`src/rtl/bcd_stopwatch.sv`:
```
`default_nettype none
// ============================================================================
// Module      : bcd_stopwatch
// Description : Clock-enable prescaler driving an N-digit BCD up/down counter
//               with synchronous clear, clamped parallel load, full-range wrap
//               flag and a lap (display freeze) snapshot.
// Revision    : 1.0 - initial release
// ============================================================================
module bcd_stopwatch #(
  parameter int CLK_DIV = 1_000_000,
  parameter int DIGITS  = 4
) (
  input  logic                  clk,
  input  logic                  rst,
  input  logic                  en,
  input  logic                  up,
  input  logic                  clr,
  input  logic                  load,
  input  logic [4*DIGITS-1:0]   load_val,
  input  logic                  lap,
  output logic [4*DIGITS-1:0]   count,
  output logic                  tick,
  output logic                  wrap,
  output logic                  lap_active
);

  localparam int            PW         = (CLK_DIV > 1) ? $clog2(CLK_DIV) : 1;
  localparam int            CW         = 4 * DIGITS;
  localparam logic [PW-1:0] PRESC_LAST = PW'(CLK_DIV - 1);

  logic [PW-1:0] presc_q, presc_d;
  logic [CW-1:0] live_q,  live_d;
  logic [CW-1:0] snap_q,  snap_d;
  logic          tick_q,  tick_d;
  logic          wrap_q,  wrap_d;
  logic          lap_q,   lap_d;

  logic          step;
  logic [CW-1:0] stepped;
  logic          live_wrap;
  logic [CW-1:0] load_clamped;

  // A step happens on the edge where the running prescaler sits at its last value
  assign step = en && (presc_q == PRESC_LAST);

  // Ripple carry/borrow through the digits; a carry out of the top digit is a wrap
  always_comb begin
    logic carry;
    carry     = 1'b1;
    stepped   = live_q;
    live_wrap = 1'b0;
    for (int i = 0; i < DIGITS; i++) begin
      if (!carry) begin
        stepped[4*i +: 4] = live_q[4*i +: 4];
      end else if (up) begin
        if (live_q[4*i +: 4] >= 4'd9) begin
          stepped[4*i +: 4] = 4'd0;
          carry             = 1'b1;
        end else begin
          stepped[4*i +: 4] = live_q[4*i +: 4] + 4'd1;
          carry             = 1'b0;
        end
      end else begin
        if (live_q[4*i +: 4] == 4'd0) begin
          stepped[4*i +: 4] = 4'd9;
          carry             = 1'b1;
        end else begin
          stepped[4*i +: 4] = live_q[4*i +: 4] - 4'd1;
          carry             = 1'b0;
        end
      end
    end
    live_wrap = carry;
  end

  // Non-BCD load nibbles saturate at 9 so the live value is always valid BCD
  always_comb begin
    load_clamped = '0;
    for (int i = 0; i < DIGITS; i++) begin
      load_clamped[4*i +: 4] = (load_val[4*i +: 4] > 4'd9) ? 4'd9 : load_val[4*i +: 4];
    end
  end

  // Next-state selection: clr beats load beats step; lap runs alongside load/step
  always_comb begin
    presc_d = presc_q;
    live_d  = live_q;
    snap_d  = snap_q;
    tick_d  = 1'b0;
    wrap_d  = 1'b0;
    lap_d   = lap_q;
    if (clr) begin
      presc_d = '0;
      live_d  = '0;
      snap_d  = '0;
      lap_d   = 1'b0;
    end else begin
      // Snapshot captures the pre-step live value even if a step lands on this edge
      if (lap) begin
        lap_d = ~lap_q;
        if (!lap_q) begin
          snap_d = live_q;
        end
      end
      if (load) begin
        presc_d = '0;
        live_d  = load_clamped;
      end else if (en) begin
        presc_d = (presc_q == PRESC_LAST) ? '0 : presc_q + 1'b1;
        if (step) begin
          live_d = stepped;
          tick_d = 1'b1;
          wrap_d = live_wrap;
        end
      end
    end
  end

  // State and registered pulse outputs
  always_ff @(posedge clk or posedge rst) begin
    if (rst) begin
      presc_q <= '0;
      live_q  <= '0;
      snap_q  <= '0;
      tick_q  <= 1'b0;
      wrap_q  <= 1'b0;
      lap_q   <= 1'b0;
    end else begin
      presc_q <= presc_d;
      live_q  <= live_d;
      snap_q  <= snap_d;
      tick_q  <= tick_d;
      wrap_q  <= wrap_d;
      lap_q   <= lap_d;
    end
  end

  assign count      = lap_q ? snap_q : live_q;
  assign tick       = tick_q;
  assign wrap       = wrap_q;
  assign lap_active = lap_q;

endmodule
`default_nettype wire

```
`config.mk`:
```
export PLATFORM = sky130hd
export DESIGN_NAME = bcd_stopwatch
export DESIGN_NICKNAME = d
export VERILOG_FILES = /design/src/rtl/bcd_stopwatch.sv
export SDC_FILE = /design/constraint.sdc
export NUM_CORES = 1
export LEC_CHECK = 0
export CORE_UTILIZATION = 52
export DETAILED_ROUTE_END_ITERATION = 6
export MAX_ROUTING_LAYER = met4
export PLACE_DENSITY = 0.78
export SLEW_MARGIN = 20
export SYNTH_ARGS = -nofsm -noshare
export SYNTH_HDL_FRONTEND = slang
export SYNTH_SLANG_ARGS = --single-unit
```
`constraint.sdc`:
```
create_clock -name clk -period 2.22 [get_ports clk]
set_input_delay 0.444 -clock clk [delete_from_list [all_inputs] [get_ports clk]]
set_output_delay 0.444 -clock clk [all_outputs]
set_load 0.01 [all_outputs]
```
## Yosys cells after proc, flatten, opt, wreduce, memory -nomap -nowiden

Cells that the tools add are included.

| word-level totals | value |
|---|---|
| memories kept | 0 |
| input bits | 23 |
| output and inout port bits | 19 |
| flip-flop bits (word level) | 55 |
| memory bits (read-only) | 0 |
| latch bits | 0 |
| logic and storage cells | 98 |
| RAM bits | 0 |

| operators by class | value |
|---|---|
| multiply operators | 0 |
| equality and inequality tests | 1 |
| shifts and indexed selects | 0 |
| muxes and demuxes | 55 |
| magnitude comparators | 8 |
| bitwise operators | 1 |
| reduce and logical (&&, ||, !) cells | 15 |
| add/subtract/negate cells | 9 |
| divide/modulo/power cells | 0 |

Operators by type and width:

| kind | number |
|---|---|
| 2-to-1 mux 16 bit | 7 |
| 2-to-1 mux 20 bit | 4 |
| 2-to-1 mux 4 bit | 19 |
| 2-to-1 mux 1 bit | 25 |
| adder 20 x 1 -> 20 bit (second input constant) | 1 |
| equality test 20 bit (second input constant) | 1 |
| adder 4 x 1 -> 4 bit (second input constant) | 4 |
| greater-or-equal comparator 4 bit (second input constant) | 4 |
| > comparator 4 bit (second input constant) | 4 |
| logical NOT 4 bit | 4 |
| subtractor 4 x 1 -> 4 bit (second input constant) | 4 |
| nonzero test 3 bit | 5 |
| AND reduction 3 bit | 3 |
| AND reduction 2 bit | 1 |
| nonzero test 2 bit | 1 |
| logical AND 1 bit | 1 |
| NOT 1 bit | 1 |

## Depth between registers and ports, before layout

Gate-level depths: netlist of run 1.

| depth | value |
|---|---|
| depth after elaboration | 10 |
| mapped depth | 8 |
| mapped depth without buffers | 7 |

## Worst setup path before layout of run 1

OpenSTA, ideal clock, no wires.

| timing | value |
|---|---|
| path kind | register to register |
| from | reg live_q[8] |
| to | reg live_q[14] |
| setup slack | 0.007 ns |
| library setup time | 0.125 ns |
| arrival time | 2.088 ns |
| cell stages (with the launch flop) | 8 |
| clock period less this slack | 2.213 ns |
| path through | dfrtp_1 > inv_1 > ha_1 > or3b_1 > and3_1 > o221a_2 > a21oi_2 > mux2_4 |

| between the ends | value |
|---|---|
| word-level cells in the longest chain between the ends | 6 |
| elaborated cells between the ends (all ways) | 8 |
| classes of those cells | 1 x order compare; 4 x mux; 3 x reduce/logical |

Ends and longest elaborated chain:

| what | RTL line | text |
|---|---|---|
| start: declaration | 32 | `logic [CW-1:0] live_q, live_d;` |
| start signal: assignment | 130 | `live_q <= live_d;` |
| greater-or-equal comparator 4 bit / logical NOT 4 bit (equally long branches) | 56, 64 |  |
| 2-to-1 mux 1 bit, on equally long branches | 56, 64 |  |
| 2-to-1 mux 1 bit (*) | 55 | `end else if (up) begin` |
| 2-to-1 mux 1 bit (*) | 53 | `if (!carry) begin` |
| nonzero test 3 bit (no source line) (*) | n/a |  |
| AND reduction 3 bit (no source line) (*) | n/a |  |

Mark *: on every way between the ends. The rest lies on a longest branch, timed or not.
A chain may end at the register's enable or synchronous reset.

## Worst setup path after layout of run 1

| timing | value |
|---|---|
| from | reg lap_q (netlist: lap_active) |
| to | out count[14] |

| between the ends | value |
|---|---|
| word-level cells in the longest chain between the ends | 1 |

Ends and longest elaborated chain:

| what | RTL line | text |
|---|---|---|
| start: declaration | 36 | `logic lap_q, lap_d;` |
| start signal: assignment | 134 | `lap_q <= lap_d;` |
| 2-to-1 mux 16 bit | n/a |  |
| end: declaration | 21 | `output logic [4*DIGITS-1:0] count,` |

Every way passes these cells.

==> flow_summary.yaml, run 1 <==
sta:
  period_minus_slack_ps: 2170
  fmax_mhz: 460.9
  rsz0062_at_grt: "true"
  slew_viol_final: 0
  whs_ps: 405.2
  finalCritPeriodShare_pct: 97.73
  finalSetupViolCount: 0
  maxSlewHeadroom_pct: 72.85
  clock_skew_ps: 16.87
  hold_viol: 0
  tightestPinTransition_ps: 396.9
status:
  outcome: "finished, final reports clean"
placement:
  gp_congestion: 0.9117
  placed_area_um2: 4648
  port-buffer-count: 41
  dp_hpwl_um: 7148
  placed_cells: 603
setup_path:
  crit_start: "lap_active$_DFFE_PP0P_"
  worstPathArrival_ps: 1730
  cp_cell_sequence: "buf_12 > mux2_2 > clkdlybuf4s50_1"
  cp-start-kind: "register"
  required_ps: 1780
  crit_buf_inv: 2
  worstPathMaxFanout: 30
  cpPeakStageDelay_ps: 490
  endpoint_kind: "primary output"
  path_class: "reg2out"
  r2r-start: "live_q[9]$_DFFE_PP0P_"
  path_delay_family: "buffers and inverters"
  crit_path_top_delay_cell: "clkdlybuf4s50_1"
pwr:
  p_leak_nw: 2.065
  power.internal_mw: 1.659
  pwr-share-comb_pct: 31.9
  ir_worst_vdd_v: 0.0002567
  power_density_nw_per_um2: 510.4
  finalPower_mw: 2.451
  pwr-share-clk_pct: 22.9
  p_switching_mw: 0.7922
  switching_share_pct: 32.32
  seq_power_share_pct: 45.1
flow_run:
  drv_cap: 0
drt:
  routed_wl_um: 9585
  num_vias: 3625
  drc_errors: 0
  firstDrtPassIters: 5
  antenna_left: 0
  first_iter_violations: 261
  viasPerCell: 5.914
  route.detailed.wl_per_inst_um: 15.64
finish:
  finalInstanceArea_um2: 4802
  nets: 550
  drive_above_1_share_pct: 16.73
  finish.utilization_pct: 66.56
  syn_to_final_growth_pct: 23.81
  instances_no_fill: 613
  num-fill-cells: 606
  diodes: 0
yosys:
  ys_seq_elements: 55
  synthCells: 448
  netlist-cell-type-count: 73
  synth_flop_cell: "dfrtp_1"
  avgSynthCellArea_um2: 8.658
  synth_enable_flop_cells: 0
  syn_area_um2: 3879
  ys_seq_area_share_pct: 35.48
  ys_warn_count: 0
  async_flop_share_pct: 100.0
  syn_nets: 485
die:
  start_util_pct: 53.76
  die_w_um: 88.37
  core_um2: 7214
  ioPinCount: 42
  die_area_um2: 7808
  num_rows: 31
  fp.dieH_um: 88.37
cts:
  clkLatencyLatePin_ps: 320
  ctsHoldBuffers: 0
  clock_path_buffers: 2
  ctsHtreeMaxLevel: 2
  cts_sinks: 55
  path_clk_slew_ps: 110
  cts_buffers: 5
  cts-root-buf: "clkbuf_8"
  cts_tree: "yes"
grt:
  grtUsageTotal_pct: 26.02
  grt_pass1_wl_um: 15590
  antenna_found_initial: 0
  overflow: 0
  grt_pass1_vias: 3369
  grt_max_degree: 32
hold_path:
  hp-class: "in2async"
==> synth_stat cells, types with 2 or more instances <==
master,number,share of area [%]
a311oi_1,4,0.90
nand3_1,10,1.3
and3_1,6,0.97
o31ai_1,4,0.77
nor3_1,9,1.2
ha_1,14,4.5
or3b_1,3,0.68
buf_1,2,0.19
mux2_2,4,1.2
xor2_1,7,1.6
nor2b_1,7,1.1
nor4_1,6,0.97
buf_2,6,0.77
nand3b_1,2,0.39
nand2b_1,10,1.6
nand2_1,39,3.8
a22oi_1,2,0.39
o21ai_1,3,0.39
nor2_1,44,4.3
a211oi_1,5,0.97
and4_1,2,0.45
inv_1,23,2.2
mux2i_1,22,5.7
a311o_1,2,0.52
or2_2,2,0.32
or3_1,6,0.97
dfrtp_1,55,35
nor3b_1,4,0.77
o22ai_1,5,0.81
mux2_1,3,0.87
a221oi_1,3,0.68
a21oi_1,22,2.8
nand4_1,8,1.3
o21ai_0,27,3.5
clkbuf_1,20,1.9
a31oi_1,2,0.32
nand4b_1,2,0.45
and2_1,2,0.32
a21o_1,2,0.39
o21bai_1,4,0.77
xnor2_1,10,2.3
o221ai_1,2,0.45
or4_1,3,0.58
==> cell families (layout without fill, tap and decap cells) <==
logic type / Yosys count / count (layout) / synth area share, %
multiplexers: 30 / 30 / 8.096
adder cells (fa/ha/maj): 14 / 14 / 4.516
XOR/XNOR: 17 / 17 / 3.839
buffers and inverters: 53 / 119 / 5.419
flip-flops: 55 / 55 / 35.48
AO/OA/AOI/OAI: 106 / 106 / 18.87
AND/OR/NAND/NOR: 173 / 173 / 23.77
==> what timing repair did <==
action,4_1_cts,5_1_grt
hold endpoints to repair,0,0
pin swaps,0,2
setup buffers,0,2
gates resized for setup,4,18
endpoints found under the setup margin,3,18
==> registers in the layout, indices dropped and copies added (netlist names) <==
name	cells
lap_active	1
live_q	16
presc_q	20
snap_q	16
tick	1
wrap	1
==> metal layers <==
layer  wire length [um]  global-route usage (%)
met5                  0                       -
met4                143                   6.012
met3                533                   3.638
met2               4816                   44.83
met1               4092                   32.35
==> layout by cell type, fill, tap and decap left out, types with 3 or more instances in the layout <==
| cell type | instances |
|---|---|
| o21ai_0 | 22 |
| o22ai_1 | 4 |
| o21bai_1 | 4 |
| a21oi_1 | 22 |
| nor4_1 | 6 |
| nand2_1 | 39 |
| dfrtp_1 | 49 |
| o31ai_1 | 4 |
| nand3_1 | 10 |
| nor2_1 | 44 |
| nor3b_1 | 3 |
| clkdlybuf4s50_1 | 38 |
| nand4_1 | 8 |
| o21ai_1 | 8 |
| ha_1 | 13 |
| mux2_2 | 4 |
| a221oi_1 | 3 |
| xnor2_1 | 10 |
| and3_1 | 5 |
| mux2i_1 | 22 |
| inv_1 | 22 |
| dfrtp_2 | 6 |
| buf_4 | 44 |
| a311oi_1 | 4 |
| nor2b_1 | 7 |
| or4_1 | 3 |
| a211oi_1 | 3 |
| nor3_1 | 9 |
| mux2_1 | 3 |
| or3_1 | 6 |
| or3b_1 | 3 |
| nand2b_1 | 10 |
| clkbuf_8 | 5 |
| xor2_1 | 7 |
==> power by group through the flow <==
stage	Sequential, mW	Clock [mW]	Combinational [mW]
after detailed placement	1.12	0	0.749
after floorplan	1.10	0	0.467
after global placement	1.12	0	0.728
final	1.11	0.562	0.783
after global routing	1.11	0.606	0.857
after CTS	1.10	0.572	0.754
==> final cells by class <==
cell class	count	area, um^2	area share [%]
multi-input combinational	340	2335	48.62
sequential	55	1384	28.82
timing repair buffer	87	784.5	16.34
tap	99	123.9	2.579
inverter	24	90.09	1.876
clock buffer	6	72.57	1.511
clock inverter	2	12.51	0.2606
==> metrics by stage <==
stage	TNS, ps	setup slack, ps
after floorplan	0	7.239
after global placement	-1027	-146.6
after detailed placement	-1556	-229.2
after CTS	0	20.01
after global routing	-53.32	-28.91
final	0	50.38
==> path summary, 6_finish.rpt <==
path | cells past startpoint | slack (ps) | endpoint
max in group asynchronous | 3 | 1300 | live_q[10]$_DFFE_PP0P_
hold reg to reg | 1 | 530 | presc_q[18]$_DFFE_PP0P_
setup reg to reg | 8 | 80 | live_q[12]$_DFFE_PP0P_
setup / recovery | 3 | 50 | count[14]
min in group clk | 1 | 530 | presc_q[18]$_DFFE_PP0P_
hold / removal | 2 | 410 | presc_q[13]$_DFFE_PP0P_
Power figures use the tool's default switching activity.
==> inputs of run 2 (changes only) <==
Settings changed: SLEW_MARGIN 20 to 10.
==> results of run 2 <==
Final layout, timing and power as in run 1 (identical DEF).
